===== config.mk =====
export PLATFORM = sky130hd
export DESIGN_NAME = memory_access_stage_flat
export DESIGN_NICKNAME = d
export VERILOG_FILES = /design/src/rtl/memory_access_stage_pkg.sv /design/src/rtl/memory_access_stage_if.sv /design/src/rtl/memory_access_stage_wb_reg.sv /design/src/rtl/memory_access_stage.sv /design/src/flat_wrapper.sv
export SDC_FILE = /design/constraint.sdc
export NUM_CORES = 1
export LEC_CHECK = 0
export ABC_AREA = 1
export CAP_MARGIN = 5
export CORE_MARGIN = 2
export CORE_UTILIZATION = 28
export DETAILED_ROUTE_END_ITERATION = 8
export PLACE_DENSITY_LB_ADDON = 0.12
export SETUP_SLACK_MARGIN = 0.4
export SYNTH_ARGS = -nofsm -noshare
export SYNTH_HDL_FRONTEND = slang
export SYNTH_HIERARCHICAL = 1
export SYNTH_SLANG_ARGS = --single-unit

===== constraint.sdc =====
create_clock -name clk_i -period 1.2 [get_ports clk_i]
set_input_delay 0.12 -clock clk_i [delete_from_list [all_inputs] [get_ports clk_i]]
set_output_delay 0.12 -clock clk_i [all_outputs]
set_load 0.01 [all_outputs]

===== src/rtl/memory_access_stage_pkg.sv =====
// Shared types for the MEM stage: word/register widths, writeback source,
// memory-access FSM states and the MEM/WB payload.
package memory_access_stage_pkg;

  localparam int unsigned WORD_WIDTH = 32;
  localparam int unsigned ADDR_WIDTH = 5;

  typedef logic [WORD_WIDTH-1:0] word_t;
  typedef logic [ADDR_WIDTH-1:0] reg_addr_t;

  typedef enum logic {
    SRC_ALU = 1'b0,
    SRC_MEM = 1'b1
  } reg_file_data_source_t;

  typedef enum logic [1:0] {
    ST_IDLE  = 2'd0,
    ST_WAIT  = 2'd1,
    ST_FAULT = 2'd2
  } mem_fsm_state_t;

  typedef struct packed {
    logic      valid;
    logic      reg_file_write_en;
    reg_addr_t reg_dest_addr;
    word_t     reg_data;
  } wb_payload_t;

endpackage


===== src/rtl/memory_access_stage_if.sv =====
// Data-memory req/ack bus between the MEM stage (master) and data memory (slave).
interface memory_access_stage_if;
  import memory_access_stage_pkg::*;

  logic  dmem_req;
  logic  dmem_we;
  word_t dmem_addr;
  word_t dmem_wdata;
  logic  dmem_ack;
  word_t dmem_rdata;

  modport master (
    output dmem_req, dmem_we, dmem_addr, dmem_wdata,
    input  dmem_ack, dmem_rdata
  );

  modport slave (
    input  dmem_req, dmem_we, dmem_addr, dmem_wdata,
    output dmem_ack, dmem_rdata
  );

endinterface


===== src/rtl/memory_access_stage_wb_reg.sv =====
// MEM/WB pipeline register; a bubble clears valid and write-enable while the
// rest of the payload is don't-care.
module memory_writeback_register
  import memory_access_stage_pkg::*;
(
  input  logic        clk_i,
  input  logic        reset_n_i,
  input  logic        bubble_i,
  input  wb_payload_t payload_i,
  output wb_payload_t payload_o
);

  wb_payload_t payload_q;

  always_ff @(posedge clk_i or negedge reset_n_i) begin
    if (!reset_n_i) begin
      payload_q <= '0;
    end else begin
      payload_q <= payload_i;
      if (bubble_i) begin
        payload_q.valid             <= 1'b0;
        payload_q.reg_file_write_en <= 1'b0;
      end
    end
  end

  assign payload_o = payload_q;

endmodule


===== src/rtl/memory_access_stage.sv =====
// MEM pipeline stage: issues loads/stores over a req/ack bus, stalls upstream
// while an access is outstanding, and registers the writeback result.
module memory_access_stage
  import memory_access_stage_pkg::*;
#(
  parameter int unsigned TIMEOUT_CYCLES = 64
) (
  input  logic                  clk_i,
  input  logic                  reset_n_i,
  input  logic                  is_valid_i,
  input  logic                  mem_write_en_i,
  input  logic                  reg_file_write_en_i,
  input  reg_file_data_source_t reg_file_data_source_i,
  input  reg_addr_t             reg_dest_addr_i,
  input  word_t                 alu_result_i,
  input  word_t                 reg_2_data_i,
  memory_access_stage_if.master dmem,
  output logic                  mem_stall_o,
  output logic                  mem_fault_o,
  output logic                  wb_valid_o,
  output logic                  wb_reg_file_write_en_o,
  output reg_addr_t             wb_reg_dest_addr_o,
  output word_t                 wb_reg_data_o
);

  localparam int unsigned CNT_WIDTH = $clog2(TIMEOUT_CYCLES + 1);
  localparam logic [CNT_WIDTH-1:0] CNT_LAST = CNT_WIDTH'(TIMEOUT_CYCLES - 1);

  mem_fsm_state_t       state_q, state_d;
  logic [CNT_WIDTH-1:0] cnt_q, cnt_d;

  logic        access;
  logic        req;
  logic        ack;
  logic        timeout;
  logic        stall;
  wb_payload_t wb_d;
  wb_payload_t wb_q;

  // Request/stall decode and FSM next state; ack only counts against a live request.
  always_comb begin
    state_d = state_q;
    cnt_d   = '0;
    wb_d    = '0;

    access  = is_valid_i & (mem_write_en_i | (reg_file_data_source_i == SRC_MEM));
    req     = access & (state_q != ST_FAULT) & reset_n_i;
    ack     = req & dmem.dmem_ack;
    timeout = req & ~ack & (state_q == ST_WAIT) & (cnt_q >= CNT_LAST);
    stall   = req & ~ack & ~timeout;

    unique case (state_q)
      ST_IDLE:  if (stall) state_d = ST_WAIT;
      ST_WAIT: begin
        if (!req || ack) state_d = ST_IDLE;
        else if (timeout) state_d = ST_FAULT;
      end
      ST_FAULT: state_d = ST_FAULT;
      default:  state_d = ST_IDLE;
    endcase

    // Counts every cycle the request has been waiting, including the issue cycle.
    if (state_d == ST_WAIT) cnt_d = cnt_q + CNT_WIDTH'(1);

    wb_d.valid             = is_valid_i;
    wb_d.reg_file_write_en = is_valid_i & reg_file_write_en_i &
                             ~(access & ((state_q == ST_FAULT) | timeout));
    wb_d.reg_dest_addr     = reg_dest_addr_i;
    wb_d.reg_data          = (reg_file_data_source_i == SRC_MEM) ? dmem.dmem_rdata
                                                                 : alu_result_i;
  end

  always_ff @(posedge clk_i or negedge reset_n_i) begin
    if (!reset_n_i) begin
      state_q <= ST_IDLE;
      cnt_q   <= '0;
    end else begin
      state_q <= state_d;
      cnt_q   <= cnt_d;
    end
  end

  memory_writeback_register u_wb_reg (
    .clk_i     (clk_i),
    .reset_n_i (reset_n_i),
    .bubble_i  (stall),
    .payload_i (wb_d),
    .payload_o (wb_q)
  );

  assign dmem.dmem_req   = req;
  assign dmem.dmem_we    = mem_write_en_i;
  assign dmem.dmem_addr  = alu_result_i;
  assign dmem.dmem_wdata = reg_2_data_i;

  assign mem_stall_o            = stall;
  assign mem_fault_o            = (state_q == ST_FAULT);
  assign wb_valid_o             = wb_q.valid;
  assign wb_reg_file_write_en_o = wb_q.reg_file_write_en;
  assign wb_reg_dest_addr_o     = wb_q.reg_dest_addr;
  assign wb_reg_data_o          = wb_q.reg_data;

endmodule

===== src/flat_wrapper.sv =====
// flat-port wrapper written by rule: the top's interface ports become plain ports
module memory_access_stage_flat import memory_access_stage_pkg::*;
#(
  parameter int unsigned TIMEOUT_CYCLES = 64
)
  (clk_i, reset_n_i, is_valid_i, mem_write_en_i, reg_file_write_en_i, reg_file_data_source_i, reg_dest_addr_i, alu_result_i, reg_2_data_i, mem_stall_o, mem_fault_o, wb_valid_o, wb_reg_file_write_en_o, wb_reg_dest_addr_o, wb_reg_data_o, dmem_dmem_req, dmem_dmem_we, dmem_dmem_addr, dmem_dmem_wdata, dmem_dmem_ack, dmem_dmem_rdata);
  memory_access_stage_if dmem_i ();
  input  logic clk_i;
  input  logic reset_n_i;
  input  logic is_valid_i;
  input  logic mem_write_en_i;
  input  logic reg_file_write_en_i;
  input  reg_file_data_source_t reg_file_data_source_i;
  input  reg_addr_t reg_dest_addr_i;
  input  word_t alu_result_i;
  input  word_t reg_2_data_i;
  output logic mem_stall_o;
  output logic mem_fault_o;
  output logic wb_valid_o;
  output logic wb_reg_file_write_en_o;
  output reg_addr_t wb_reg_dest_addr_o;
  output word_t wb_reg_data_o;
  output wire logic [$bits(dmem_i.dmem_req)-1:0] dmem_dmem_req;
  output wire logic [$bits(dmem_i.dmem_we)-1:0] dmem_dmem_we;
  output wire logic [$bits(dmem_i.dmem_addr)-1:0] dmem_dmem_addr;
  output wire logic [$bits(dmem_i.dmem_wdata)-1:0] dmem_dmem_wdata;
  input wire logic [$bits(dmem_i.dmem_ack)-1:0] dmem_dmem_ack;
  input wire logic [$bits(dmem_i.dmem_rdata)-1:0] dmem_dmem_rdata;
  assign dmem_dmem_req = dmem_i.dmem_req;
  assign dmem_dmem_we = dmem_i.dmem_we;
  assign dmem_dmem_addr = dmem_i.dmem_addr;
  assign dmem_dmem_wdata = dmem_i.dmem_wdata;
  assign dmem_i.dmem_ack = dmem_dmem_ack;
  assign dmem_i.dmem_rdata = dmem_dmem_rdata;
  memory_access_stage #(.TIMEOUT_CYCLES(TIMEOUT_CYCLES)) u_core (.clk_i(clk_i), .reset_n_i(reset_n_i), .is_valid_i(is_valid_i), .mem_write_en_i(mem_write_en_i), .reg_file_write_en_i(reg_file_write_en_i), .reg_file_data_source_i(reg_file_data_source_i), .reg_dest_addr_i(reg_dest_addr_i), .alu_result_i(alu_result_i), .reg_2_data_i(reg_2_data_i), .dmem(dmem_i), .mem_stall_o(mem_stall_o), .mem_fault_o(mem_fault_o), .wb_valid_o(wb_valid_o), .wb_reg_file_write_en_o(wb_reg_file_write_en_o), .wb_reg_dest_addr_o(wb_reg_dest_addr_o), .wb_reg_data_o(wb_reg_data_o));
endmodule

; Word-level counts from Yosys, hierarchy flattened
; Cells that the tools add are included.
[totals]
ff_bits = 48
inputBits = 108
output_inout_bits = 107
[op_classes]
add_sub_neg = 1
order_cmp = 1
n_eq_ne = 4
muxes = 7
n_bitwise = 16
n_reduce_logical = 3
[ops]
columns = cell, count
row1 = 2-to-1 mux 32 bit, 1
row2 = AND 1 bit, 11
row3 = 2-to-1 mux 2 bit, 4
row4 = adder 7 x 1 -> 7 bit (second input constant), 1
row5 = >= comparator 7 x 6 -> 1 bit (second input constant), 1
row6 = 2-to-1 mux 7 bit, 1
row7 = one-hot mux 2 bit (3 select lines), 1
row8 = equality test 2 x 1 -> 1 bit (second input constant), 2
row9 = NOT 1 bit, 3
row10 = equality test 2 bit (second input constant), 1
row11 = zero test 2 bit, 1
row12 = inequality test 2 bit (second input constant), 1
row13 = OR 1 bit, 2
row14 = zero test 1 bit, 1
row15 = logical OR 1 bit, 1

; Logic depth before layout (Yosys ltp)
[depth]
ltp_word = 15
depth_mapped = 10
depth_no_buf = 10

; Hierarchy
; Netlist, hierarchy kept.
[modules_own_cells]
columns = module, n_inst, cells_per_inst, area_each_um2, seq_area_each_um2
row1 = memory_access_stage, 1, 232, 1425.1, 225.2
row2 = memory_writeback_register, 1, 43, 991.0, 975.9

; Least setup slack after synthesis
; Ideal clock, no wire load.
[synth_path]
path_type = register to register
startpoint = register u_core.cnt_q[0]
endpoint = register u_core.u_wb_reg.payload_q, in the netlist u_core/u_wb_reg/payload_o[37]
t_arrival_ns = 1.252
required_time_ns = 1.066
setup_slack_ns = -0.187
stages_incl_launch_ff = 8
path_cell_list = dfrtp_1 ha_1 nand2_1 nor2_2 nand2_1 nand3_2 a21oi_1 nor2_1
[synth_lines]
columns = element, line
row1 = "start, declared", memory_access_stage.sv:30  ; logic [CNT_WIDTH-1:0] cnt_q, cnt_d;
row2 = "start signal, assigned", memory_access_stage.sv:79  ; cnt_q <= cnt_d;
row3 = >= comparator 7 x 6 -> 1 bit, memory_access_stage.sv:49  ; timeout = req & ~ack & (state_q == ST_WAIT) & (cnt_q >= CNT_LAST);
row4 = AND 1 bit, memory_access_stage.sv:49
row5 = NOT 1 bit, memory_access_stage.sv:50  ; stall = req & ~ack & ~timeout;
row6 = AND 1 bit, memory_access_stage.sv:50
row7 = net mem_stall_o, flat_wrapper.sv:17  ; output logic mem_stall_o;
row8 = 2-to-1 mux 2 bit, memory_access_stage_wb_reg.sv:20  ; if (bubble_i) begin
row9 = "end signal, assigned", memory_access_stage_wb_reg.sv:19  ; payload_q <= payload_i;
row10 = "end, declared", memory_access_stage_wb_reg.sv:13  ; wb_payload_t payload_q;
; The timed path passes the listed nets, and every way through them passes these cells.

; Worst setup path in the final report
[layout_path]
startpoint = register u_core.cnt_q[0]
endpoint = output port mem_stall_o
[layout_between]
elab_chain_len = 4
[layout_lines]
columns = element, line
row1 = >= comparator 7 x 6 -> 1 bit, memory_access_stage.sv:49
row2 = AND 1 bit, memory_access_stage.sv:49
row3 = NOT 1 bit, memory_access_stage.sv:50
row4 = AND 1 bit, memory_access_stage.sv:50
row5 = "end, declared", flat_wrapper.sv:17
; No other way between the ends.

==> metrics.cfg <==
[grt]
grt_pass1_vias = 2066
grt_remaining_overflow = 0
grt_pass1_wl_mm = 10.35
grt_max_degree = 49
grt_usage = 0.1378
antenna_found_initial = 0

[logic_synthesis]
ys_warn_count = 6
synth.distinct_cells = 24
synthFlopType = dfrtp_1
syn_nets = 384
async_flop_share = 1.000
synth_edf_count = 0
yosys-top-cells-count = 106 x nand2_1, 66 x buf_4, 48 x dfrtp_1, 15 x inv_1, 10 x nor2_1
synth_area_mm2 = 0.002416
synth.area.top_cells = dfrtp_1 50%, buf_4 21%, nand2_1 16%, inv_1 2.3%, nor2_1 1.6%
seq_area_frac_synth = 0.4972
synth_top_area_cell = dfrtp_1
synth_most_common_cell = nand2_1
ys_ff_latch = 48
synth_cells = 275
synth.avg_cell_area_um2 = 8.786
synth.top_cell.area_share = 0.4972

[detailed_routing]
via_per_inst = 4.043
post_drt_wl_per_cell_um = 12.86
vias = 2046
route.detailed.drc = 0
drt_first_pass_iters = 3
drtAntennaViolNets = 0
wl_mm = 6.506
drt_iter0_drc = 22

[cts]
cts.sinks = 48
clock_path_buffers = 2
htreeDepth = 2
clock-root-buffer = clkbuf_8
cts_made_buffers = 5
cts_tree = done
clk_latency_ps = 290
path_clk_slew_ps = 80

[floorplanning]
pin_count = 215
die_h_um = 96.89
die-area_mm2 = 0.009388
row_count = 33
coreArea_mm2 = 0.008299
fp.dieW_um = 96.89
start_util = 0.2911

[sta]
timing.setup.tns_ps = -1993
rsz0062_at_grt = yes
fin_crit_sh = 1.261
tightest_slew_ps = 621.6
hold_violations = 48
clock_skew_ps = 2.808
fin_ws_ps = -313.8
whs_ps = -33.53
drv_slew = 0
relSlewSlack = 0.5856
finalSetupViolCount = 14
max_freq_mhz = 660.6
fin_crit_ps = 1514

[final_layout]
areaGrowthSynthToFinish_pct = 53.81
fin_util = 0.4478
fin_nets = 509
final_cells = 506
layout-drive-gt1-share = 0.3591
n_antenna_cell = 0

[flow_run]
cap_violations = 0

[critical_path]
worstReg2RegEnd = u_core/u_wb_reg/payload_o[37]$_DFF_PN0_
crit_fanout = 3
required_ps = 1080
crit_arrival_ps = 1390
start_kind = register
crit_start = u_core/cnt_q[0]$_DFF_PN0_
reg2regPathDepth = 11
worstSetupPathType = reg2out
r2r_start = u_core/cnt_q[0]$_DFF_PN0_
cp-end-kind = primary output
crit_end = mem_stall_o
rrSetupSlack_ps = -220

[outcome]
status = finished, violations left
failed_checks = negative hold slack, negative setup slack

[power]
clockPowerShare = 0.336
powerDensity_mw_per_mm2 = 1005
p_int_mw = 2.862
power_frac_comb = 0.199
ir_drop_uv = 531.9
sequentialPowerShare = 0.465
p_leak_nw = 1.966
p_sw_uw = 873.8
switching_share = 0.2339
power_mw = 3.735

[placement]
place_congestion = 0.8207
io_buffers = 150
place_hpwl_mm = 4.987
dp.cells = 496

[worst_hold_path]
hold_class = in2async

## worst max-delay path, stage by stage, from the launching register on
cell and delay [ps]:
dfrtp_1 400, ha_2 190, nand2_2 70, nor2_2 40, nand2_1 60, nand3_2 90, a21oi_4 140, buf_6 120
## cell type report
cell class | instances | area (um^2)
fill | 866 | 4583
tap | 105 | 131.4
timing repair buffer | 190 | 1524
clock inverter | 1 | 30.03
inverter | 16 | 65.06
multi-input combinational | 139 | 668.1
clock buffer | 7 | 96.34
sequential | 48 | 1201
## logic make-up after synthesis
group	after synthesis	share of synthesized area
compound gates	3	0.006734
xor+xnor	3	0.01088
fa+ha+maj	1	0.005178
buf+inv	88	0.2418
flops	48	0.4972
simple gates	132	0.2382
## worst min path at each step
stage | end | slack (ps) | start | depth (start not counted)
floorplan | u_core/cnt_q[0]$_DFF_PN0_ | -180 | reset_n_i | 0
global placement | dmem_dmem_wdata[21] | 240 | reg_2_data_i[21] | 0
detailed placement | dmem_dmem_wdata[21] | 240 | reg_2_data_i[21] | 0
CTS | u_core/state_q[1]$_DFF_PN0_ | -6 | reset_n_i | 2
global route | u_core/state_q[1]$_DFF_PN0_ | 10 | reset_n_i | 2
finish | u_core/state_q[1]$_DFF_PN0_ | -30 | reset_n_i | 2
## layout by cell type (no fill, tap or decap), types with 3 or more instances in the layout
| cell | instances |
|---|---|
| dlygate4sd2_1 | 34 |
| buf_4 | 36 |
| clkdlybuf4s50_1 | 40 |
| buf_6 | 20 |
| inv_1 | 13 |
| dfrtp_1 | 48 |
| nor2_1 | 9 |
| nand2_4 | 3 |
| clkbuf_8 | 7 |
| nor2_2 | 4 |
| nand2_1 | 104 |
| buf_2 | 58 |
## registers in the layout, indices dropped and copies added (netlist names)
name	count
u_core/state_q	2
u_core/cnt_q	7
u_core/u_wb_reg/payload_o	39
## power groups by stage
stage	Clock (mW)	Sequential (mW)	Combinational [mW]
floorplan	0	1.82	0.341
global placement	0	1.76	0.893
detailed placement	0	1.76	0.894
CTS	1.32	1.74	0.753
global route	1.39	1.75	0.816
finish	1.26	1.74	0.744
## routing by layer
layer | global-route usage | vias up | part of all wire
met1 | 0.1461 | 926 | 0.37
li1 | - | 1009 | -
met4 | 0.03467 | 0 | 0.0094
met3 | 0.03902 | 7 | 0.071
met2 | 0.2655 | 104 | 0.55
met5 | 0 | - | 0
## stage by stage
step,area [um^2],setup WS [ps]
5_1_grt,3716,-434.8
3_3_place_gp,3829,-532.4
3_5_place_dp,3829,-560.4
2_1_floorplan,2437,-25.35
4_1_cts,3671,-345.8
6_report,3716,-313.8
## timing repair
item	in CTS	in global routing
pin swaps	3	2
gates cloned	0	0
setup endpoints to repair	118	53
buffers inserted	1	1
gates resized for setup	362	7
endpoints found under the hold margin	38	0
(Power assumes the default switching activity.)
==> RTL change 1: new RTL, config.mk and constraints unchanged <==
Re-encode `mem_fsm_state_t` (3 states) as one-hot, 3 bits wide.
--- a/src/rtl/memory_access_stage_pkg.sv
+++ b/src/rtl/memory_access_stage_pkg.sv
@@ -13,10 +13,10 @@
     SRC_MEM = 1'b1
   } reg_file_data_source_t;
 
-  typedef enum logic [1:0] {
-    ST_IDLE  = 2'd0,
-    ST_WAIT  = 2'd1,
-    ST_FAULT = 2'd2
+  typedef enum logic [2:0] {
+    ST_IDLE  = 3'b001,
+    ST_WAIT  = 3'b010,
+    ST_FAULT = 3'b100
   } mem_fsm_state_t;
 
   typedef struct packed {
Check against the original RTL: no difference found for any inputs over 10 cycles, from zero or initial values and one cycle with reset_n_i low; not proved beyond that.
==> RTL change 1 against the original RTL <==
Final area decreased by 0.24%; critical path depth increased by 1; sequential power increased by 5%; the run still ends with negative hold slack, negative setup slack left; power decreased by 0.74%; critical endpoint unchanged; non-clock buffer count decreased by 5; area after synthesis increased by 1.2%; sequential share of layout area increased by 0.79 points; wire length decreased by 13%; count of clock-buffer cells in the layout decreased by 1; sequential cell count increased by 1; worst setup slack got worse by 0.025 ns.
==> RTL change 1: results (changes against the original RTL) <==
* CP Launch Point: u_core/state_q[0]
* # setup viols final at 15 (+1)
* Sw Share at 25.8% (+2.4 points)
* First-pass GRT wire length at 9050 um (-13%)
* Synth cell count leaders: buf_4, dfrtp_1, mux2_2
* Buffers outside the clock class at 185 (-2.6%)
* Met3 Routed Length at 482 um (+4.6%)
* Critical path's slowest cell: dfstp_2
* Crit path capture: mem_stall_o
* Met1 wire length at 2060 um (-14%)
* Clock Skew at 0.00276 ns (-0.0000437 ns)
* M2 GR Usage at 22.1% (-4.5 points)
* Vias at 1794 (-12%)
* Clock buf/inv share at 2.60% (-0.80 points)
* Setup_tns at -2.90 ns (-0.911 ns)
* Reg power frac at 49.1% (+2.6 points)
* Detail Route met2 WL at 3050 um (-15%)
* RD Place Congestion at 0.737 (-10%)
* Worst Hold Slack at -0.0397 ns (-0.00619 ns)
* Comb. pwr at 0.878 mW (+18%)
* FF-to-FF path depth at 12 (+1)
* Routed length per instance at 12.7 um (-1.5%)
* Filler instances at 881 (+1.7%)
* Lkg Pwr at 1.79 nW (-9.1%)
* Non-clock buffering overhead at 40.3% (-0.71 points)
* Router iterations before antenna repair at 2 (-1)
* Sequential fraction of the synthesis area at 50.2% (+0.46 points)
* Post-synthesis mux area share at 14.7% (+15 points)
* Failing checks: negative hold slack, negative setup slack
* FFs & Latches at 49 (+2.1%)
* Largest stage delay on the critical path at 0.55 ns (+0.15 ns)
* GRT Resource Usage Total at 11.9% (-1.9 points)
* GR Util met1 at 12.8% (-1.8 points)
* Synth Area in XOR/XNOR at 1.79% (+0.70 points)
* Data arrival, critical path at 1.42 ns (+0.03 ns)
* 1st-iter DRT viols at 15 (-32%)
* Fin. Hold Viols at 48 (unchanged)
* NumNets Final at 447 (-12%)
* Pin count of the biggest net entering global routing at 50 (+2.0%)
* Status: complete, but fails checks
* Area contributors post-synth: dfrtp_1, buf_4, mux2_2
* Syn Nets at 324 (-16%)
* Worst VDD drop at 0.453 mV (-15%)
* PnR worst setup slack at -0.338 ns (-0.0245 ns)
* Critical Path Fanout Max at 2 (-1)
* Worst slack, placed at -0.575 ns (-0.0149 ns)
* Synth unique cells at 22 (-8.3%)
* Register area at 1230 um2 (+2.2%)
* Non-clock inverters at 15 (-1)
* Multi-input comb cells at 82 (-41%)
* Initial antenna violation count at 0 (unchanged)
* Area taken by multi-input logic gates at 698 um2 (+4.5%)
==> RTL change 1: cell count changes in the layout (fill, tap and decap cells not counted), sizes merged, moves of 2 or more <==
cell	before	now
nand3	3	6
buf	116	112
nor2	14	18
clkinv	0	2
nand2	109	17
mux2	0	32
==> RTL change 1: repair_timing <==
action                                 4_1_cts  5_1_grt
setup buffers                                4        0
pin swaps                                    7        4
gates resized for setup                    353       22
endpoints found under the hold margin       21        0
setup endpoints to repair                  119       60
==> RTL change 1: metrics by stage <==
step	cells	hold WS, ns	area [um2]	util [%]	total power [mW]
6_report	447	-0.0397	3710	43.1	3.71
5_1_grt	447	0.00335	3710	43.1	3.95
4_1_cts	447	-0.00375	3610	42.0	3.74
3_5_place_dp	435	0.240	3800	44.2	2.84
3_3_place_gp	435	0.240	3800	44.2	2.84
2_1_floorplan	215	-0.176	2480	-	2.36
==> RTL change 2: new RTL, config.mk and constraints unchanged <==
Made on the original files. `TIMEOUT_CYCLES` is set to 64 in 2 places; all go to 32.
--- a/src/rtl/memory_access_stage.sv
+++ b/src/rtl/memory_access_stage.sv
@@ -3,7 +3,7 @@
 module memory_access_stage
   import memory_access_stage_pkg::*;
 #(
-  parameter int unsigned TIMEOUT_CYCLES = 64
+  parameter int unsigned TIMEOUT_CYCLES = 32
 ) (
   input  logic                  clk_i,
   input  logic                  reset_n_i,
--- a/src/flat_wrapper.sv
+++ b/src/flat_wrapper.sv
@@ -1,7 +1,7 @@
 // flat-port wrapper written by rule: the top's interface ports become plain ports
 module memory_access_stage_flat import memory_access_stage_pkg::*;
 #(
-  parameter int unsigned TIMEOUT_CYCLES = 64
+  parameter int unsigned TIMEOUT_CYCLES = 32
 )
   (clk_i, reset_n_i, is_valid_i, mem_write_en_i, reg_file_write_en_i, reg_file_data_source_i, reg_dest_addr_i, alu_result_i, reg_2_data_i, mem_stall_o, mem_fault_o, wb_valid_o, wb_reg_file_write_en_o, wb_reg_dest_addr_o, wb_reg_data_o, dmem_dmem_req, dmem_dmem_we, dmem_dmem_addr, dmem_dmem_wdata, dmem_dmem_ack, dmem_dmem_rdata);
   memory_access_stage_if dmem_i ();
Behaviour: no difference found for any inputs over 10 cycles, from zero or initial values and one cycle with reset_n_i low; that may be too few to reach the edited logic, so the function may still have changed.
==> RTL change 2 against the original RTL <==
The flow still finishes with violations (negative hold slack, negative setup slack); global-route usage fell by 0.31 points; power fell by 9.9%; wire length fell by 2.2%; sequential cell count fell by 1; final area fell by 1.4%; sequential share of layout area fell by 0.22 points; area after synthesis fell by 4.6%; count of clock-buffer cells in the layout did not move; worst setup slack improved by 0.0018 ns; critical endpoint unchanged.
==> RTL change 2: results (changes against the original RTL) <==
* Fin. Hold Viols at 47 (-2.1%)
* Failing checks: negative hold slack, negative setup slack
* Status: complete, but fails checks
* Worst Hold Slack at -0.0677 ns (-0.0341 ns)
* RD Place Congestion at 0.689 (-16%)
* Worst rel slew slack at 60.2% (+1.6 points)
* Multi-input gate share of total cell area at 17.1% (-0.87 points)
* Worst VDD drop at 0.361 mV (-32%)
* Critical Path Fanout Max at 2 (-1)
* PnR worst setup slack at -0.312 ns (+0.00182 ns)
* Total power at 3.36 mW (-9.9%)
* Syn Nets at 372 (-3.1%)
* GR Util met1 at 14.4% (-0.18 points)
* CTS sink cnt at 47 (-2.1%)
* Sw Share at 25.4% (+2.0 points)
* Filler instances at 867 (+0.12%)
* Fraction of area in registers at 32.1% (-0.22 points)
* Met1 wire length at 2160 um (-9.7%)
* Ratio of cells with drive above 1 in the final layout at 39.1% (+3.2 points)
* Vias at 1970 (-3.7%)
* Met3 Resource Use GR at 3.27% (-0.63 points)
* FF-to-FF path depth at 12 (+1)
* Layout Utilization at 45.3% (+0.49 points)
* Clock buf/inv share at 2.22% (-1.2 points)
* Worst reg-to-reg setup slack at -0.29 ns (-0.07 ns)
* Sequential fraction of the synthesis area at 51.0% (+1.3 points)
* Gates resized, CTS repair at 364 (+0.55%)
* Area contributors post-synth: dfrtp_1, buf_4, nand2_1
* Met3 Routed Length at 556 um (+21%)
* Non-clock inverters at 15 (-1)
* Setup_tns at -2.62 ns (-0.632 ns)
* HPWL after DPL at 4810 um (-3.6%)
* Detail Route met2 WL at 3550 um (-1.2%)
* Comb. pwr at 0.745 mW (about the same)
* Critical R2R Launch: u_core/cnt_q[1]
* Final WL at 6370 um (-2.2%)
* Setup bufs post-CTS at 2 (+1)
* # setup viols final at 13 (-1)
* Routed length per instance at 12.8 um (-0.79%)
* Router iterations before antenna repair at 4 (+1)
* Reg power frac at 50.7% (+4.2 points)
* Clock Skew at 0.00655 ns (+0.00374 ns)
* First-pass GRT wire length at 9110 um (-12%)
* Post-Syn Instances at 263 (-4.4%)
[RTL change 2: cell count changes after synthesis, moves of 2 or more]
| cell | unedited run | this run |
|---|---|---|
| buf_2 | 3 | 0 |
| clkbuf_1 | 3 | 6 |
| nand2_4 | 2 | 0 |
| nor2_2 | 3 | 0 |
[RTL change 2: metrics by stage]
stage	setup WS, ns	hold slack, ns
6_report	-0.312	-0.0677
4_1_cts	-0.323	-0.0349
3_5_place_dp	-0.652	0.240
5_1_grt	-0.418	-0.0243
2_1_floorplan	-0.0194	-0.176
3_3_place_gp	-0.637	0.240
[RTL change 2: logic make-up (layout without fill, tap and decap cells)]
group                      after synthesis  in the layout  synth area share, %
AOI/OAI and AO/OA                        2              2                0.543
xor gates and xnor gates                 2              2                0.760
adders and majority gates                1              1                0.543
buffers and inverters                   87            218                 25.0
DFF                                     47             47                 51.0
and+or+nand+nor                        124            124                 22.1
